### config.mk
export PLATFORM = sky130hd
export DESIGN_NAME = mem_lock_arbiter
export DESIGN_NICKNAME = d
export VERILOG_FILES = /design/src/rtl/mem_lock_arbiter.sv
export SDC_FILE = /design/constraint.sdc
export NUM_CORES = 1
export LEC_CHECK = 0
export BUFFER_PORTS_ARGS = -buffer_cell sky130_fd_sc_hd__buf_4
export CORE_AREA = 5 5 167 169
export CTS_BUF_LIST = sky130_fd_sc_hd__clkbuf_2
export CTS_CLUSTER_DIAMETER = 60
export CTS_CLUSTER_SIZE = 14
export DETAILED_ROUTE_END_ITERATION = 16
export DIE_AREA = 0 0 172 174
export SLEW_MARGIN = 20
export SYNTH_ARGS = -nofsm -noshare
export SYNTH_HDL_FRONTEND = slang
export SYNTH_SLANG_ARGS = --single-unit
### constraint.sdc
create_clock -name clk -period 6.15 [get_ports clk]
set_input_delay 0.3075 -clock clk [delete_from_list [all_inputs] [get_ports clk]]
set_output_delay 0.3075 -clock clk [all_outputs]
set_load 0.02 [all_outputs]
### src/rtl/mem_lock_arbiter.sv
// Grants exclusive single-port data RAM ownership to the oldest requesting memory SIC
// and muxes the owner's access onto the RAM port while the lock is held.
module mem_lock_arbiter #(
    parameter int unsigned NUM_SICS = 4,
    parameter int unsigned ID_WIDTH = 8
) (
    input  logic                         clk,
    input  logic                         rst,
    input  logic [ID_WIDTH-1:0]          head_issue_id,
    input  logic [NUM_SICS-1:0]          req,
    input  logic [NUM_SICS*ID_WIDTH-1:0] req_issue_id,
    input  logic [NUM_SICS-1:0]          release_lock,
    input  logic [NUM_SICS*30-1:0]       sic_addr,
    input  logic [NUM_SICS*32-1:0]       sic_wdata,
    input  logic [NUM_SICS-1:0]          sic_wen,
    output logic [NUM_SICS-1:0]          mem_grant,
    output logic [31:0]                  mem_rdata,
    output logic [29:0]                  ram_addr,
    output logic [31:0]                  ram_wdata,
    output logic                         ram_wen,
    input  logic [31:0]                  ram_rdata,
    output logic                         busy
);

    localparam int unsigned IDX_W  = (NUM_SICS > 1) ? $clog2(NUM_SICS) : 1;
    localparam int unsigned ADDR_W = 30;
    localparam int unsigned DATA_W = 32;

    typedef enum logic {
        IDLE   = 1'b0,
        LOCKED = 1'b1
    } state_t;

    state_t             state;
    state_t             state_nxt;
    logic [IDX_W-1:0]   owner;
    logic [IDX_W-1:0]   owner_nxt;
    logic               own_req;
    logic               own_rel;
    logic               found;
    logic [IDX_W-1:0]   best_idx;
    logic [ID_WIDTH-1:0] best_age;
    logic [ID_WIDTH-1:0] age;

    // State register
    always_ff @(posedge clk) begin
        if (rst) begin
            state <= IDLE;
            owner <= '0;
        end else begin
            state <= state_nxt;
            owner <= owner_nxt;
        end
    end

    // Age-ordered arbitration and lock hold/release decision
    always_comb begin
        state_nxt = state;
        owner_nxt = owner;
        own_req   = 1'b0;
        own_rel   = 1'b0;
        found     = 1'b0;
        best_idx  = '0;
        best_age  = '0;
        age       = '0;
        for (int i = 0; i < NUM_SICS; i++) begin
            // Modular distance from head makes wrap-around ordering correct
            age = ID_WIDTH'(req_issue_id[i*ID_WIDTH +: ID_WIDTH] - head_issue_id);
            if (req[i] && (!found || age < best_age)) begin
                found    = 1'b1;
                best_age = age;
                best_idx = IDX_W'(i);
            end
            if (owner == IDX_W'(i)) begin
                own_req = req[i];
                own_rel = release_lock[i];
            end
        end
        case (state)
            IDLE: begin
                if (found) begin
                    state_nxt = LOCKED;
                    owner_nxt = best_idx;
                end
            end
            LOCKED: begin
                if (!own_req || own_rel) begin
                    state_nxt = IDLE;
                end
            end
            default: state_nxt = IDLE;
        endcase
    end

    // Owner's access muxed onto the RAM port; everything quiet in reset or idle
    always_comb begin
        mem_grant = '0;
        ram_addr  = '0;
        ram_wdata = '0;
        ram_wen   = 1'b0;
        busy      = 1'b0;
        if (!rst && state == LOCKED) begin
            busy = 1'b1;
            for (int i = 0; i < NUM_SICS; i++) begin
                if (owner == IDX_W'(i)) begin
                    mem_grant[i] = req[i];
                    ram_addr     = sic_addr[i*ADDR_W +: ADDR_W];
                    ram_wdata    = sic_wdata[i*DATA_W +: DATA_W];
                    ram_wen      = sic_wen[i] & req[i];
                end
            end
        end
    end

    assign mem_rdata = ram_rdata;

endmodule

==> key figures <==
Run status
  – Status: completed

Synthesis
  – Cells after synthesis: 463
  – Post-synthesis async set-or-reset flop share: 0%
  – Sequential area share after synthesis: 1.39%
  – Commonest register cell after synthesis: dfxtp_1
  – Synth Warn #: 0
  – Synth top area share: 32.4%
  – Mapped Nets: 850
  – Syn_area_per_cell: 9.32 sq um
  – EDFF count, synth: 0
  – Yosys cell types: 57
  – Cell taking the most area after synthesis: mux4_2
  – #FFs+latches synth: 3
  – Cell Area, Synth: 4310 sq um
  – Dominant cells by area after synthesis: mux4_2, ha_1, and2_1, buf_4, xnor2_1

Clock tree
  – TritonCTS Buffers: 3
  – Worst skew pair latency: 220 ps
  – Post-CTS Setup Inserts: 0
  – CTS tree: built
  – Clk Tree Root Cell: clkbuf_2
  – # H-tree levels: 1
  – Clock Pin Slew Worst Setup and Hold Paths: 50 ps
  – # hold bufs at CTS: 0
  – Clock Path Buffers: 2
  – Sink Count: 3

Worst setup path
  – RR Startpoint: owner[1]
  – Kind of launch point of the worst setup path: input pin
  – Max stage delay on crit path: 390 ps
  – Worst Setup End Kind: flip-flop
  – Crit path buffers/inverters: 4
  – Slowest CP cell: a311o_1
  – CP arrival: 5900 ps
  – Worst path top cell family by delay: compound AO/OA/AOI/OAI gates
  – Required @ worst endpoint: 6280 ps
  – Cell seen most often among critical-path stages: ha_1
  – Max Fanout on Critical Path: 10
  – Setup CP Type: in2reg
  – Crit. Startpoint: head_issue_id[1]

Final layout
  – Leading cell type in the layout, fill and taps excluded: buf_4
  – Final net count: 1186
  – Ratio of cells with drive above 1 in the final layout: 59.4%
  – Final instance area: 7400 sq um
  – Final Util: 28.0%
  – Area Growth Syn to Fin: 71.5%
  – Fillers: 2831
  – Most frequent cells in the layout: buf_4, mux4_2, and2_1

STA
  – Post-route clock skew: 3.48 ps
  – FMAX: 173 MHz
  – Tcrit/Tclk final: 93.8%
  – Worst setup margin: 381 ps
  – Slew of the pin with the lowest slew margin: 938 ps
  – Tmin final: 5770 ps
  – Worst slew margin: 37.4%
  – Final setup fails: 0
  – Endpoints failing hold: 0
  – RSZ-0062 raised after global routing: no
  – Final Max Tran Viols: 0
  – Hold Slack: 272 ps

Floorplan
  – Core area: 26400 sq um
  – Die Ht: 174 microns
  – Die area: 29900 sq um
  – Placement row count: 60
  – Top Ports: 434
  – Die Wd: 172 microns
  – Initial Utilization: 16.3%

Worst hold path
  – Hold_sp: rst
  – Hold Path Class: in2reg

Power
  – Power, Total: 1380 uW
  – Peak supply drop: 0.128 mV
  – Pwr per Cell Area: 187 nW/um^2
  – Pleak: 0.00354 uW

Global routing
  – Largest net degree at the start of global routing: 64
  – Initial antenna violation count: 5
  – Gr usage total: 15.1%
  – Number of global-route vias before repair: 5349
  – GR Overflow Total: 0
  – Global-route wire length before repair: 33800 microns

Placed design
  – DP Area: 7320 sq um
  – Routability congestion estimate: 0.798
  – Post-DP HPWL: 22300 microns
  – DP Worst Slack: -282 ps
  – Buffers on Ports: 369

Routing
  – Total routed wirelength: 24700 microns
  – Routed WL per cell: 21.6 microns
  – Vias: 5029
  – Drt pass-1 iters: 4
  – Number of nets with antenna violations after routing: 0
  – Via/cell ratio: 4.40
  – Drt drc: 0
  – Number of DRC markers in iteration 0: 249

Flow run
  – Max_cap viols: 0
## routing by layer
layer	wire length [microns]	global-route usage [%]	up-vias
li1	-	-	2386
met1	9510	17.8	2379
met2	12000	26.1	242
met3	2810	6.48	16
met4	338	1.77	6
met5	42	0	-
## worst paths after layout
check / endpoint / cells past startpoint / slack [ps]
worst max register to register: state / 5 / 4140
worst min register to register: owner[1] / 2 / 610
worst max-delay path: owner[1] / 30 / 380
worst min-delay path: owner[1] / 2 / 270
## state kept, by name, indices dropped and copies added, names as in the netlist
name and count:
state 1, owner 2
## synth_stat cells (2+ instances only)
cell type and number:
a311oi_1 4, buf_2 7, nand2b_1 6, o211ai_1 2, and4_1 2, nand3b_1 3, nor3_1 4, o21ai_0 14
nor2b_1 5, nor2_1 19, a21boi_0 2, and3_1 3, a22o_1 2, a21o_1 11, a21oi_1 20, inv_1 35
or3_1 3, nand2_1 17, clkbuf_1 17, nand4_1 3, buf_4 32, xnor2_1 16, and2_1 63, mux4_2 62
xor2_1 9, o21bai_1 4, o21a_1 3, dfxtp_1 3, mux2i_1 8, ha_1 49, a211oi_1 3, nand3_1 3
nor4_1 2, fa_1 4
## timing repair
action	CTS	global route
gates cloned	0	0
resized for setup	1	14
setup endpoints to repair	2	2
pin swaps	0	5
## cells by family (layout without fill, tap and decap cells)
kind of cell	Yosys count	after routing	synth area share, %
multiplexers	71	71	34.6
adder cells (fa/ha/maj)	53	53	16.1
buffers and inverters	91	426	10.9
XOR/XNOR	25	25	5.08
flip-flops	3	3	1.39
other	0	3	0
AO/OA/AOI/OAI	84	84	13.9
AND/OR/NAND/NOR	136	136	18.1
## stage by stage
| stage | cells | setup TNS (ps) |
|---|---|---|
| 2_1_floorplan | 463 | 0 |
| 3_3_place_gp | 1135 | -218 |
| 3_5_place_dp | 1135 | -551 |
| 4_1_cts | 1139 | 0 |
| 5_1_grt | 1140 | 0 |
| 6_report | 1142 | 0 |
## area by class of cell
| cell class | count | area (sq um) | share of cell area (%) |
|---|---|---|---|
| flip-flops and latches | 3 | 67.6 | 0.913 |
| multi-input cells | 369 | 3830 | 51.8 |
| inverters | 35 | 135 | 1.83 |
| clock buffers | 4 | 20.0 | 0.271 |
| repair buffers | 387 | 2910 | 39.3 |
| well taps | 341 | 427 | 5.77 |
| diodes | 3 | 7.51 | 0.101 |
## where the power goes
part           switching (uW)  total [uW]  internal (uW)
Clock                    12.3        29.5           17.2
Combinational             551        1240            691
Sequential               82.7         110           27.4
Power figures use the tool's default switching activity.
